### config.mk
export PLATFORM = sky130hd
export DESIGN_NAME = tdc_capture_seq
export DESIGN_NICKNAME = d
export VERILOG_FILES = /design/src/rtl/tdc_pkg.sv /design/src/rtl/tdc_popcount.sv /design/src/rtl/tdc_capture_seq.sv
export SDC_FILE = /design/constraint.sdc
export NUM_CORES = 1
export LEC_CHECK = 0
export CAP_MARGIN = 15
export CORE_MARGIN = 3
export CORE_UTILIZATION = 30
export DETAILED_ROUTE_END_ITERATION = 8
export PLACE_DENSITY = 0.48
export SYNTH_ARGS = -nofsm -noshare
export SYNTH_HDL_FRONTEND = slang
export SYNTH_SLANG_ARGS = --single-unit
### constraint.sdc
create_clock -name clk -period 6.2 [get_ports clk]
set_clock_uncertainty 0.05 [all_clocks]
set_input_delay 0.62 -clock clk [delete_from_list [all_inputs] [get_ports clk]]
set_output_delay 0.62 -clock clk [all_outputs]
set_load 0.02 [all_outputs]
### src/rtl/tdc_pkg.sv
// Shared definitions for the TDC capture sequencer.
//   state_t      : measurement sequencer states
//   fine_width() : width of the population-count fine code for a tap count
//   FINE_LSB     : bit offset of the fine code inside the output word
//   coarse_lsb() : bit offset of the coarse timestamp inside the output word
package tdc_pkg;

  typedef enum logic [2:0] {
    S_IDLE,
    S_ARMED,
    S_CAPTURE,
    S_SAMPLE,
    S_ENCODE,
    S_OUTPUT,
    S_HOLD
  } state_t;

  // A popcount of N taps ranges over 0..N, so it needs clog2(N+1) bits.
  function automatic int fine_width(input int tap_num);
    return $clog2(tap_num + 1);
  endfunction

  // Output word layout: fine code in the LSBs, coarse timestamp above it.
  localparam int FINE_LSB = 0;

  function automatic int coarse_lsb(input int tap_num);
    return FINE_LSB + fine_width(tap_num);
  endfunction

endpackage

### src/rtl/tdc_popcount.sv
// Registered population count of the latched thermometer word.
// Counting ones rather than searching for the first zero makes the code
// insensitive to bubbles in the delay-line snapshot.
//   clk, rst : clock and asynchronous active-high reset
//   en       : load the count register this cycle
//   taps     : TAP_NUM-bit thermometer snapshot
//   count    : FINE_W-bit registered number of ones in taps
module tdc_popcount
  import tdc_pkg::*;
#(
  parameter int TAP_NUM = 64,
  localparam int FINE_W = fine_width(TAP_NUM)
) (
  input  logic               clk,
  input  logic               rst,
  input  logic               en,
  input  logic [TAP_NUM-1:0] taps,
  output logic [FINE_W-1:0]  count
);

  logic [FINE_W-1:0] sum;

  always_comb begin
    sum = '0;
    for (int i = 0; i < TAP_NUM; i++) begin
      sum = sum + FINE_W'(taps[i]);
    end
  end

  always_ff @(posedge clk or posedge rst) begin
    if (rst) begin
      count <= '0;
    end else if (en) begin
      count <= sum;
    end
  end

endmodule

### src/rtl/tdc_capture_seq.sv
// TDC measurement sequencer (initiator side of the clr/latch interface).
// Waits for a synchronized hit, raises clr so the latch controller freezes the
// delay line, reads back the thermometer taps, encodes them by popcount and
// emits {coarse timestamp, fine code} on a valid/ready stream. clr is then held
// low for a hold-off window so the next rising edge is seen cleanly.
//   clk, rst   : clock and asynchronous active-high reset
//   arm_en     : level, permits arming
//   hit_sync   : hit flag already synchronized to clk
//   tap_data   : latched thermometer snapshot, stable after the latch pulse
//   clr        : registered; its rising edge triggers the latch pulse
//   out_data   : {coarse, fine} measurement word
//   out_valid  : out_data valid
//   out_ready  : downstream accept
//   busy       : high outside IDLE and ARMED
//   drop_cnt   : saturating count of hits ignored while not ARMED
module tdc_capture_seq
  import tdc_pkg::*;
#(
  parameter int TAP_NUM = 64,
  parameter int CNT_W   = 16,
  parameter int HOLDOFF = 4,
  localparam int FINE_W = fine_width(TAP_NUM)
) (
  input  logic                    clk,
  input  logic                    rst,
  input  logic                    arm_en,
  input  logic                    hit_sync,
  input  logic [TAP_NUM-1:0]      tap_data,
  output logic                    clr,
  output logic [CNT_W+FINE_W-1:0] out_data,
  output logic                    out_valid,
  input  logic                    out_ready,
  output logic                    busy,
  output logic [7:0]              drop_cnt
);

  localparam int HC_W = $clog2(HOLDOFF + 1);
  localparam int COARSE_LSB = coarse_lsb(TAP_NUM);

  state_t             state;
  state_t             state_nxt;
  logic [HC_W-1:0]    hold_cnt;
  logic [HC_W-1:0]    hold_nxt;
  logic [CNT_W-1:0]   coarse;
  logic [CNT_W-1:0]   ts_reg;
  logic [TAP_NUM-1:0] tap_reg;
  logic [FINE_W-1:0]  fine;

  // Next-state logic. HOLD lasts exactly HOLDOFF cycles; together with the
  // ARMED cycle that follows, clr is low for more than HOLDOFF cycles.
  always_comb begin
    state_nxt = state;
    hold_nxt  = hold_cnt;
    unique case (state)
      S_IDLE:    if (arm_en) state_nxt = S_ARMED;
      S_ARMED: begin
        if (!arm_en)       state_nxt = S_IDLE;
        else if (hit_sync) state_nxt = S_CAPTURE;
      end
      S_CAPTURE: state_nxt = S_SAMPLE;
      S_SAMPLE:  state_nxt = S_ENCODE;
      S_ENCODE:  state_nxt = S_OUTPUT;
      S_OUTPUT: begin
        if (out_valid && out_ready) begin
          state_nxt = S_HOLD;
          hold_nxt  = HC_W'(HOLDOFF);
        end
      end
      S_HOLD: begin
        if (hold_cnt <= HC_W'(1)) begin
          hold_nxt  = '0;
          state_nxt = arm_en ? S_ARMED : S_IDLE;
        end else begin
          hold_nxt = hold_cnt - HC_W'(1);
        end
      end
      default:   state_nxt = S_IDLE;
    endcase
  end

  // State and registered control outputs. clr is high exactly while the
  // sequencer is between the hit and the accepted output word, so it only
  // toggles on ARMED->CAPTURE and OUTPUT->HOLD.
  always_ff @(posedge clk or posedge rst) begin
    if (rst) begin
      state     <= S_IDLE;
      clr       <= 1'b0;
      out_valid <= 1'b0;
      hold_cnt  <= '0;
    end else begin
      state     <= state_nxt;
      clr       <= (state_nxt inside {S_CAPTURE, S_SAMPLE, S_ENCODE, S_OUTPUT});
      out_valid <= (state_nxt == S_OUTPUT);
      hold_cnt  <= hold_nxt;
    end
  end

  // Datapath: free-running coarse counter, timestamp at the hit, tap snapshot
  // one cycle after the latch pulse, and the dropped-hit counter.
  always_ff @(posedge clk or posedge rst) begin
    if (rst) begin
      coarse   <= '0;
      ts_reg   <= '0;
      tap_reg  <= '0;
      drop_cnt <= '0;
    end else begin
      coarse <= coarse + CNT_W'(1);
      if (state == S_ARMED && state_nxt == S_CAPTURE) begin
        ts_reg <= coarse;
      end
      if (state == S_SAMPLE) begin
        tap_reg <= tap_data;
      end
      if (hit_sync && state != S_ARMED && drop_cnt != 8'hFF) begin
        drop_cnt <= drop_cnt + 8'd1;
      end
    end
  end

  tdc_popcount #(
    .TAP_NUM (TAP_NUM)
  ) u_popcount (
    .clk   (clk),
    .rst   (rst),
    .en    (state == S_ENCODE),
    .taps  (tap_reg),
    .count (fine)
  );

  always_comb begin
    out_data = '0;
    out_data[FINE_LSB +: FINE_W]  = fine;
    out_data[COARSE_LSB +: CNT_W] = ts_reg;
  end

  assign busy = !(state inside {S_IDLE, S_ARMED});

endmodule
# [Word-level counts from Yosys, hierarchy flattened]
# Cells that the tools add are included.
[word_totals] word_cells=109 output_inout_bits=34 reg_bits=119 in_bits=69
[classes] n_reduce_logical=10 magnitude_cmp=1 eq_ne=13 muxes=10 n_addsub=66
[op_table] op="7-bit by 1-bit adder with 7-bit output" count=62
[op_table] op="3-bit two-way mux" count=7
[op_table] op="3-bit case mux with 7 select lines" count=1
[op_table] op="16-bit by 1-bit adder with 16-bit output, second input constant" count=1
[op_table] op="3-bit equality test, second input constant" count=5
[op_table] op="3-bit by 2-bit equality test with 1-bit output, second input constant" count=4
[op_table] op="8-bit by 1-bit adder with 8-bit output, second input constant" count=1
[op_table] op="8-bit != test, second input constant" count=1
[op_table] op="3-bit case mux with 2 select lines" count=1
[op_table] op="1-bit logical AND" count=4
[op_table] op="2-bit nonzero test" count=2
[op_table] op="4-bit nonzero test" count=1
[op_table] op="3-bit by 1-bit equality test with 1-bit output, second input constant" count=1
[op_table] op="3-bit by 1-bit less-or-equal comparator with 1-bit output, second input constant" count=1
[op_table] op="3-bit zero test" count=1
[op_table] op="3-bit by 1-bit != test with 1-bit output, second input constant" count=1
[op_table] op="3-bit by 1-bit subtractor with 3-bit output, second input constant" count=1
[op_table] op="1-bit by 1-bit adder with 2-bit output" count=1
[op_table] op="2-bit != test, second input constant" count=1
[op_table] op="2-bit AND reduction" count=1
[op_table] op="1-bit zero test" count=1
[op_table] op="1-bit two-way mux" count=1

# [Depth between registers and ports, before layout]
[logic_depth] ltp_word=63 depth_mapped=19 mapped_depth_nobuf=19

# [Hierarchy]
# From an unflattened synthesis, not the netlist that was laid out.
[unflattened] cells_unflattened=519 hier_area_um2=6610.1
[by_module_without_submodules] mod="tdc_capture_seq" area_each_um2=4568.1 seq_area_each_um2=2802.7 cells_per_inst=312 n_inst=1
[by_module_without_submodules] mod="tdc_popcount" area_each_um2=2042.0 seq_area_each_um2=175.2 cells_per_inst=207 n_inst=1

# [Least setup slack after synthesis]
# Ideal clock, no wire load.
[synth_timing] path_type="reg2reg" startpoint="register tap_reg[0]" endpoint="register u_popcount.count[4]" setup_ns=0.120 period_less_slack_ns=6.093 t_arrival_ns=5.923 required_time_ns=6.030 path_buffers=0 stages_incl_launch_ff=17 slack_ns=0.107 path_cell_list="dfrtp_1 ha_1 inv_1 fa_1 fa_1 fa_1 fa_1 fa_1 fa_1 fa_1 fa_1 fa_1 fa_1 nand2b_1 a21boi_0 o21ai_0 a31o_2"
[synth_via] elab_chain_cells=63
[synth_lines] item="start: declaration" line="tdc_capture_seq.sv:46" text="logic [TAP_NUM-1:0] tap_reg;"
[synth_lines] item="start signal: assignment" line="tdc_capture_seq.sv:112" text="tap_reg <= tap_data;"
[synth_lines] item="1-bit by 1-bit adder with 2-bit output" line="tdc_popcount.sv:26" text="sum = sum + FINE_W'(taps[i]);"
[synth_lines] item="7-bit by 1-bit adder with 7-bit output (62 in series)" line="tdc_popcount.sv:26"
[synth_lines] item="end signal: assignment" line="tdc_popcount.sv:34" text="count <= sum;"
[synth_lines] item="end: declaration" line="tdc_popcount.sv:18" text="output logic [FINE_W-1:0] count"
# Every way passes these cells.
# A chain may end at the register's enable or synchronous reset.

# [Worst setup path in the final report]
[layout_timing] startpoint="register tap_reg[1]" endpoint="register u_popcount.count[4]"
# The elaborated chain is that of the path after synthesis.

==> summary.md <==
| Metric | Value |
|---|---|
| Status | `complete, no violations` |
| First drt pass iteration count | `4` |
| GRT Residual Overflow | `0` |
| Commonest cells in the netlist | `dfrtp_1, inv_1, mux2_2` |
| Worst-path maximum fanout | `2` |
| Net Count, Synth | `~660` |
| Core Box Area | `approximately 21000 µm²` |
| Setup CP Type | `reg2reg` |
| Synth area leader | `dfrtp_1` |
| Number of diodes | `0` |
| H-tree depth | `4` |
| Period Utilization, post-route | `between 90% and 100%` |
| Top-count cell post-synth | `dfrtp_1` |
| Dpl ws | `-0.159 ns` |
| Number of global-route vias before repair | `between 4000 and 5000` |
| Fraction of layout instances using a drive strength above 1 | `between 20% and 30%` |
| Setup-failing EPs final | `0` |
| Worst Path Arrival | `~6.3 ns` |
| Gr usage total | `12.3%` |
| Hold Path Cell Cnt | `1` |
| HP Start | `coarse[15]` |
| Synth Flop Type | `dfrtp_1` |
| Ys Warns | `0` |
| Cell area after layout | `8480 µm²` |
| Gate count of the mapped netlist | `514` |
| Die area | `about 23000 µm²` |
| Mapped cell area | `6500 µm²` |
| I/O Buffers | `102` |
| Vias per inst | `4.29` |
| Hold WC Path Type | `reg2reg` |
| Most used routing layer | `met2` |
| Initial antenna violation count | `1` |
| Routability cong. | `0.743` |
| Via count | `between 3000 and 4000` |
| Root buf cell | `clkbuf_16` |
| Worst-Margin Slew | `0.865 ns` |
| Worst skew pair latency | `0.41 ns` |
| Reg-to-Reg Start | `tap_reg[1]` |
| Avg Cell Area, Syn | `12.6 µm²` |
| Synth top area cells | `dfrtp_1, fa_1, mux2_2` |
| Met1 usage | `15.9%` |
| Hold Path Sink | `coarse[15]` |
| Slew margin rel. | `42.4%` |
| Placed cell areas | `a little under 8000 µm²` |
| First-iteration detailed-routing DRC count | `121` |
| Drt drc | `0` |
| Setup crit start kind | `flop` |
| Post-route ant nets | `0` |
| Final hold vios | `0` |
| Synth top area share | `a little under half` |
| Met3 Use GR | `4.05%` |
| Yosys reg bits | `~120` |
| Reg2reg path depth | `16` |
| Crit. End Element | `flop` |
| Async set-reset flop share out of synthesis | `100%` |
| Max Cap Viol | `0` |
| Clock Sinks | `around 120` |
| RSZ-0062 raised after global routing | `true` |
| Nets | `769` |
| Number of flops mapped to enable cells by yosys | `0` |
| Per-cell routed wire length | `around 14 µm` |
| Max Slew Vio Count | `0` |
| I/O pin count | `about 100` |
| Setup ws final | `0.110 ns` |
| Worst R2R End | `u_popcount.count[4]` |
| Final WL | `between 10 and 15 mm` |
| Worst path required time | `6.45 ns` |
| Starting Density | `30.7%` |
| Final TNS setup | `0 ns` |
| Core Rows | `53` |
| Area growth from synthesis to layout | `30.4%` |
| Worst reg2reg setup slack | `approximately 0.11 ns` |
| Clock period minus worst slack | `6.09 ns` |
| Max reg flops | `64` |
| Dpl hpwl | `between 9 and 10 mm` |
| Largest net degree at the start of global routing | `67` |
| CTS Buf Count | `17` |
| Cell variety after synth | `47` |
| Hold WS | `0.432 ns` |
| CTS tree | `built` |
| Worst-path clk slew | `roughly 0.060 ns` |
| Die width | `153 µm` |
| Clock Path Buffers | `2` |
| Register area share after synthesis | `45.8%` |
| Hold_buf cts | `0` |
| Die Y | `153 µm` |
| First-pass GRT wire length | `23.2 mm` |
| Achievable Freq | `0.164 GHz` |
| Met2 Use GR | `approximately 19%` |
==> cell type report <==
| cell class | instances | area, µm² |
|---|---|---|
| inverters | 98 | 370 |
| repair buffers | 107 | 1060 |
| clock inverters | 11 | 171 |
| well taps | 275 | 344 |
| clock buffers | 21 | 460 |
| flip-flops and latches | 119 | 2980 |
| multi-input cells | 284 | 3100 |
| fillers | 2032 | 12700 |
==> how the worst max path moves through the flow <==
stage                           from             endpoint  depth (start not counted)
after global routing      tap_reg[1]  u_popcount.count[4]                         16
after CTS                 tap_reg[1]  u_popcount.count[4]                         16
after detailed placement  tap_reg[0]  u_popcount.count[4]                         16
final                     tap_reg[1]  u_popcount.count[4]                         16
after global placement    tap_reg[0]  u_popcount.count[4]                         16
after floorplan           tap_reg[0]  u_popcount.count[4]                         16
==> critical path: stages (launching register included) <==
cell and delay (ns):
dfrtp_1 0.38, ha_1 0.29, inv_2 0.03, fa_1 0.46, fa_1 0.50, fa_1 0.53
fa_1 0.45, fa_1 0.57, fa_1 0.44, fa_1 0.51, fa_1 0.44, fa_2 0.37
fa_2 0.35, nand2b_4 0.14, a21boi_2 0.14, o21ai_2 0.07, a31o_2 0.24
==> placed cells by master (no fill, tap or decap), drive strengths merged, types with 9 or more instances in the layout <==
cell / netlist / final
clkbuf: 2 / 21
nand2: 24 / 24
xnor2: 9 / 9
mux2: 83 / 83
nand3: 10 / 10
o21ai: 13 / 13
fa: 54 / 54
xor2: 10 / 10
inv: 98 / 99
dfrtp: 119 / 119
nor2: 15 / 15
ha: 19 / 19
clkdlybuf4s50: 0 / 102
==> stage by stage <==
stage | cells | utilization [%]
2_1_floorplan | 514 | -
3_3_place_gp | 882 | 36.9
3_5_place_dp | 882 | 36.9
4_1_cts | 914 | 40.0
5_1_grt | 915 | 40.1
6_report | 915 | 40.1
==> routing by layer <==
layer | wire [µm] | share of wire [%]
met1 | 6010 | 45
met2 | 6280 | 47
met4 | 204 | 1.5
met5 | 7 | 0.053
met3 | 731 | 5.5
==> cell families after synthesis <==
kind of cell	after synthesis	share of synthesized area, %
muxes	83	14.8
xor gates and xnor gates	19	2.56
adders and majority gates	73	20.3
and+or+nand+nor	81	6.74
buffers and inverters	111	7.01
AOI/OAI and AO/OA	28	2.75
DFF	119	45.8
==> what timing repair did <==
item	CTS	global route
gates resized for setup	8	4
pin swaps	4	6
gates cloned	0	0
setup endpoints to repair	3	4
buffers inserted	0	1
Power is left out: the tool's default activity adds up to more than one toggle a clock period on the data nets, which glitch-free logic cannot reach.
